### src/rtl/cell_test_pkg.sv
// cell_test_pkg: cell encodings, FSM states and truth-table helpers for cell_vector_tester
package cell_test_pkg;
    localparam logic [3:0] CELL_AND2  = 4'd0;
    localparam logic [3:0] CELL_OR2   = 4'd1;
    localparam logic [3:0] CELL_NOR2  = 4'd2;
    localparam logic [3:0] CELL_INV   = 4'd3;
    localparam logic [3:0] CELL_BUF   = 4'd4;
    localparam logic [3:0] CELL_AOI21 = 4'd5;
    localparam logic [3:0] CELL_LAST  = CELL_AOI21;

    typedef enum logic [2:0] {ST_IDLE, ST_APPLY, ST_SETTLE, ST_SAMPLE, ST_DONE} state_t;

    function automatic logic [3:0] nvec(input logic [3:0] sel);
        return (sel == CELL_INV || sel == CELL_BUF) ? 4'd2 : (sel == CELL_AOI21) ? 4'd8 : 4'd4;
    endfunction

    function automatic logic exp_y(input logic [3:0] sel, input logic a, input logic b, input logic c);
        return (sel == CELL_AND2)  ? (a & b) :
               (sel == CELL_OR2)   ? (a | b) :
               (sel == CELL_NOR2)  ? ~(a | b) :
               (sel == CELL_INV)   ? ~a :
               (sel == CELL_BUF)   ? a :
               (sel == CELL_AOI21) ? ~((a & b) | c) : 1'b0;
    endfunction
endpackage

### src/rtl/cell_y_sync.sv
// cell_y_sync: 2-FF synchronizer for the asynchronous cell Y output
module cell_y_sync (
    input  logic clk,
    input  logic rst_n,
    input  logic d,
    output logic q
);
    logic m;
    always_ff @(posedge clk or negedge rst_n) begin
        if (!rst_n) begin
            m <= 1'b0;
            q <= 1'b0;
        end else begin
            m <= d;
            q <= m;
        end
    end
endmodule

### src/rtl/cell_vector_tester.sv
// cell_vector_tester: exhaustive stimulus/response sequencer for the standard-cell test array
// Optional first-failure log enabled by CELL_TEST_FAILLOG_EN.
module cell_vector_tester
    import cell_test_pkg::*;
#(
    parameter int SETTLE_CYCLES = 4,
    parameter int ERR_W         = 16
) (
    input  logic             wb_clk_i,
    input  logic             wb_rstn_i,
    input  logic             start_i,
    input  logic             stop_i,
    input  logic [3:0]       cell_sel_i,
    input  logic [7:0]       npass_i,
    input  logic             y_i,
    output logic [2:0]       stim_o,
    output logic [3:0]       sel_o,
    output logic             busy_o,
    output logic             done_o,
    output logic             pass_o,
    output logic             bad_sel_o,
    output logic [ERR_W-1:0] err_cnt_o,
    output logic             fail_valid_o,
    output logic [2:0]       fail_vec_o,
    output logic [7:0]       fail_pass_o
);
    localparam int CW = $clog2(SETTLE_CYCLES + 1);

    state_t          state;
    logic [7:0]      npass_q;
    logic [7:0]      pcnt;
    logic [CW-1:0]   scnt;
    logic            y_sync;
    logic            last;
    logic            mism;
    logic            fin;
    logic [7:0]      pinc;

    cell_y_sync u_sync (.clk(wb_clk_i), .rst_n(wb_rstn_i), .d(y_i), .q(y_sync));

    // stim_o doubles as the vector index: it is 0 whenever a run starts
    always_comb begin
        last = ({1'b0, stim_o} == nvec(sel_o) - 4'd1);
        mism = (y_sync != exp_y(sel_o, stim_o[0], stim_o[1], stim_o[2]));
        pinc = (pcnt == 8'hff) ? pcnt : pcnt + 8'd1;
        fin  = stop_i || (npass_q != 8'd0 && last && ({1'b0, pcnt} + 9'd1 == {1'b0, npass_q}));
    end

    always_ff @(posedge wb_clk_i or negedge wb_rstn_i) begin
        if (!wb_rstn_i) begin
            state     <= ST_IDLE;
            stim_o    <= 3'd0;
            sel_o     <= 4'd0;
            npass_q   <= 8'd0;
            pcnt      <= 8'd0;
            scnt      <= '0;
            busy_o    <= 1'b0;
            done_o    <= 1'b0;
            pass_o    <= 1'b0;
            bad_sel_o <= 1'b0;
            err_cnt_o <= '0;
        end else begin
            case (state)
                ST_IDLE: if (start_i) begin
                    sel_o     <= cell_sel_i;
                    npass_q   <= npass_i;
                    pcnt      <= 8'd0;
                    stim_o    <= 3'd0;
                    err_cnt_o <= '0;
                    pass_o    <= 1'b0;
                    bad_sel_o <= (cell_sel_i > CELL_LAST);
                    busy_o    <= 1'b1;
                    state     <= ST_APPLY;
                end
                // an invalid selection leaves from the first APPLY cycle with stim held at 0
                ST_APPLY: begin
                    scnt   <= '0;
                    state  <= bad_sel_o ? ST_DONE : ST_SETTLE;
                    done_o <= bad_sel_o;
                end
                ST_SETTLE: begin
                    scnt  <= scnt + 1'b1;
                    state <= (scnt == CW'(SETTLE_CYCLES - 1)) ? ST_SAMPLE : ST_SETTLE;
                end
                ST_SAMPLE: begin
                    if (mism && !(&err_cnt_o))
                        err_cnt_o <= err_cnt_o + 1'b1;
                    pcnt   <= last ? pinc : pcnt;
                    stim_o <= (fin || last) ? 3'd0 : stim_o + 3'd1;
                    state  <= fin ? ST_DONE : ST_APPLY;
                    done_o <= fin;
                    pass_o <= fin && err_cnt_o == '0 && !mism;
                end
                ST_DONE: begin
                    done_o <= 1'b0;
                    busy_o <= 1'b0;
                    state  <= ST_IDLE;
                end
                default: state <= ST_IDLE;
            endcase
        end
    end

`ifdef CELL_TEST_FAILLOG_EN
    always_ff @(posedge wb_clk_i or negedge wb_rstn_i) begin
        if (!wb_rstn_i) begin
            fail_valid_o <= 1'b0;
            fail_vec_o   <= 3'd0;
            fail_pass_o  <= 8'd0;
        end else if (state == ST_IDLE && start_i) begin
            fail_valid_o <= 1'b0;
            fail_vec_o   <= 3'd0;
            fail_pass_o  <= 8'd0;
        end else if (state == ST_SAMPLE && mism && !fail_valid_o) begin
            fail_valid_o <= 1'b1;
            fail_vec_o   <= stim_o;
            fail_pass_o  <= pcnt;
        end
    end
`else
    assign fail_valid_o = 1'b0;
    assign fail_vec_o   = 3'd0;
    assign fail_pass_o  = 8'd0;
`endif
endmodule

### config.mk
export PLATFORM = sky130hd
export DESIGN_NAME = cell_vector_tester
export DESIGN_NICKNAME = d
export VERILOG_FILES = /design/src/rtl/cell_test_pkg.sv /design/src/rtl/cell_y_sync.sv /design/src/rtl/cell_vector_tester.sv
export SDC_FILE = /design/constraint.sdc
export NUM_CORES = 1
export LEC_CHECK = 0
export CAP_MARGIN = 20
export CELL_PAD_IN_SITES_DETAIL_PLACEMENT = 2
export CELL_PAD_IN_SITES_GLOBAL_PLACEMENT = 2
export CORE_MARGIN = 4
export CORE_UTILIZATION = 32
export DETAILED_ROUTE_END_ITERATION = 16
export PLACE_DENSITY_LB_ADDON = 0.1
export SYNTH_ARGS = -nofsm -noshare
export SYNTH_HDL_FRONTEND = slang
export SYNTH_SLANG_ARGS = --single-unit
### constraint.sdc
create_clock -name wb_clk_i -period 2.9 [get_ports wb_clk_i]
set_input_delay 0.435 -clock wb_clk_i [delete_from_list [all_inputs] [get_ports wb_clk_i]]
set_output_delay 0.435 -clock wb_clk_i [all_outputs]
set_load 0.02 [all_outputs]
==> flow_metrics.py <==
metrics = {
    "run_status": {
        "status": "finished, final reports clean",
    },
    "setup_path": {
        "start_kind": "flip-flop",
        "r2r_slack_ns": 0.26,
        "cp.required_ns": 3.10,
        "r2r_end": "err_cnt_o[1]$_DFFE_PN0P_",
        "cp_slowest_cell": "dfrtp_1",
        "critPathTopFamily": "multiplexers",
        "critPathKind": "flip-flop to flip-flop",
        "path_max_fanout": 8,
        "cp.buffers_inverters": 1,
        "crit_chain": "inv_1, ha_1, mux2_2, or4_1, o31a_2, xnor2_1, nand2_1, mux2_1",
        "cpPeakStageDelay_ns": 0.48,
        "r2r-start": "stim_o[0]$_DFFE_PN0P_",
        "arrival_ns": 2.83,
        "r2r_cells": 8,
        "cp.depth": 8,
        "critPathCaptureType": "flip-flop",
    },
    "routing": {
        "via_count": 2786,
        "drc": 0,
        "drt_iter0_drc": 91,
        "ant_nets": 0,
        "wl_per_cell_um": 18.37,
        "dr.pass1.iters": 4,
        "wl_um": 9518,
        "vias_per_cell": 5.378,
    },
    "die": {
        "row_count": 35,
        "io_pins": 56,
        "die_w_um": 105.7,
        "die_h_um": 105.7,
        "dieArea_sq_mm": 0.01117,
        "initial_utilization_pct": 32.90,
        "fp.coreArea_sq_mm": 0.009284,
    },
    "layout": {
        "stdcell_count": 518,
        "final_area_sq_mm": 0.003745,
        "diodes": 0,
        "layout.nets": 413,
        "drive_gt1_share_pct": 7.455,
        "area_growth_pct": 22.61,
    },
    "global_route": {
        "grt_pass1_wl_um": 15820,
        "antenna_found_initial": 0,
        "grt_max_degree": 29,
        "track_usage_pct": 17.59,
        "overflow": 0,
        "grt_pass1_vias": 2949,
    },
    "placed_design": {
        "hpwl_um": 6901,
        "place_area_sq_mm": 0.003608,
        "routabilityCongestion": 0.7467,
        "dp_cells": 510,
        "numPortBuffers": 43,
    },
    "timing": {
        "final_max_slew_viol_count": 0,
        "fin_crit_sh_pct": 90.98,
        "worstMarginPinSlew_ns": 0.7035,
        "fin_crit_ns": 2.638,
        "slew_headroom_pct": 53.10,
        "setup_tns_ns": 0,
        "finalHoldViolations": 0,
        "setup_viol": 0,
        "fin_skew_ns": 0.01279,
        "rsz0062_at_grt": "false",
        "fmax_mhz": 379.0,
    },
    "clock_network": {
        "cts_buffer_depth": 2,
        "cts-hold-fix-buffers": 0,
        "cts_tree": "built",
        "htreeDepth": 2,
        "clock_sinks": 51,
        "postCtsSetupBuffers": 0,
        "cts_buffers": 5,
        "path_clk_slew_ns": 0.11,
        "cts.repair.resized": 0,
        "clk_latency_ns": 0.32,
        "ctsRootBufferMaster": "clkbuf_8",
    },
    "logic_synthesis": {
        "synth.area.top_cells": "dfrtp_1, nand2_1, o21ai_0",
        "synth.avg_cell_area_sq_um": 8.930,
        "synth_most_common_cell": "dfrtp_1",
        "synth-edff-count": 0,
        "postSynth.asyncResetShare_pct": 100.0,
        "synth-main-ff-cell": "dfrtp_1",
        "synth-seq-cells": 51,
        "synthTopCellsByCount": "dfrtp_1, nand2_1, o21ai_0, nand3_1, a21oi_1",
        "yosys.area.top_type": "dfrtp_1",
        "synth-seq-area-share_pct": 41.79,
        "yosys_warnings": 0,
        "ys_types": 59,
        "netlist_area_sq_mm": 0.003054,
        "synthCells": 342,
        "synth_top_area_share_pct": 41.79,
    },
    "pwr": {
        "power.total_uw": 3013,
        "p_leak_uw": 0.001586,
        "ir_worst_vdd_mv": 0.2842,
        "power.density_mw_per_mm2": 804.5,
    },
    "min_path": {
        "hold_path.class": "primary input to async pin",
    },
    "flow_run": {
        "max-cap-violations": 0,
    },
}
-- flip-flops by register name, summed over array words and instances (netlist names), 3 cells and up --
name and flops:
state 3, err_cnt_o 16, npass_q 8, pcnt 8
sel_o 4, scnt 3, stim_o 3
-- logic make-up (layout without fill, tap and decap cells) --
family,Yosys count,in the layout,share of synthesized area [%]
compound gates,88,88,19.38
xor+xnor,13,13,3.974
fa+ha+maj,8,8,3.277
buf+inv,41,77,7.333
flops,51,51,41.79
mux,4,4,1.393
other cells,1,12,0.1228
simple gates,136,136,22.74
-- worst reg2reg max path: stages, from the launching register on --
cell and delay (ns):
dfrtp_1 0.48, inv_1 0.09, ha_1 0.17, mux2_2 0.33
or4_1 0.39, o31a_2 0.16, xnor2_1 0.31, nand2_1 0.22
mux2_1 0.36
-- cell usage in the layout (no fill, tap or decap), types with 3 or more instances in the layout --
| master | instances |
|---|---|
| dfrtp_1 | 51 |
| xnor2_1 | 8 |
| o21a_1 | 5 |
| a21oi_1 | 16 |
| xor2_1 | 4 |
| inv_1 | 12 |
| a31oi_1 | 4 |
| clkdlybuf4s50_1 | 42 |
| o31ai_1 | 6 |
| clkbuf_8 | 5 |
| nor3_1 | 8 |
| nand4_1 | 9 |
| and3_1 | 6 |
| nand2_1 | 48 |
| o21ai_0 | 25 |
| or3_1 | 7 |
| o2bb2ai_1 | 3 |
| nor4_1 | 7 |
| nor2_1 | 14 |
| a22oi_1 | 3 |
| buf_4 | 14 |
| conb_1 | 12 |
| nor4bb_1 | 4 |
| and2_1 | 4 |
| nand3_1 | 17 |
| ha_1 | 8 |
-- power by group --
group	internal [uW]	switching [uW]	leakage, uW	total (uW)
clock network	344	263	0.0000644	608
logic	540	753	0.000848	1290
registers	871	241	0.000674	1110
-- through the flow --
stage / utilization, % / hold WS, ns / setup slack [ns]
2_1_floorplan: - / 0.1394 / 0.4043
3_3_place_gp: 38.87 / 0.3314 / 0.3261
3_5_place_dp: 38.87 / 0.3364 / 0.2754
4_1_cts: 40.34 / 0.1656 / 0.2470
5_1_grt: 40.34 / 0.1925 / 0.1267
6_report: 40.34 / 0.1478 / 0.2615
-- layer usage --
layer,track usage [%],vias up,part of all wire [%]
li1,-,1313,-
met1,23.21,1430,47
met2,30.15,35,49
met3,2.939,8,2.8
met4,3.978,0,1.1
met5,0,-,0
-- worst max path at each step --
| stage | from | endpoint | slack, ns |
|---|---|---|---|
| floorplan | stim_o[0]$_DFFE_PN0P_ | err_cnt_o[9]$_DFFE_PN0P_ | 0.40 |
| global placement | stim_o[0]$_DFFE_PN0P_ | err_cnt_o[8]$_DFFE_PN0P_ | 0.33 |
| detailed placement | stim_o[0]$_DFFE_PN0P_ | err_cnt_o[8]$_DFFE_PN0P_ | 0.28 |
| CTS | stim_o[0]$_DFFE_PN0P_ | err_cnt_o[1]$_DFFE_PN0P_ | 0.25 |
| global route | stim_o[0]$_DFFE_PN0P_ | err_cnt_o[8]$_DFFE_PN0P_ | 0.13 |
| finish | stim_o[0]$_DFFE_PN0P_ | err_cnt_o[1]$_DFFE_PN0P_ | 0.26 |
-- cell type report --
cell class | count | area (sq um)
timing repair buffer | 57 | 530.5
sequential | 51 | 1276
clock inverter | 3 | 67.56
multi-input combinational | 261 | 1595
clock buffer | 5 | 68.82
inverter | 12 | 45.04
tap | 129 | 161.4
fill | 1056 | 5539
(Power assumes the default switching activity.)
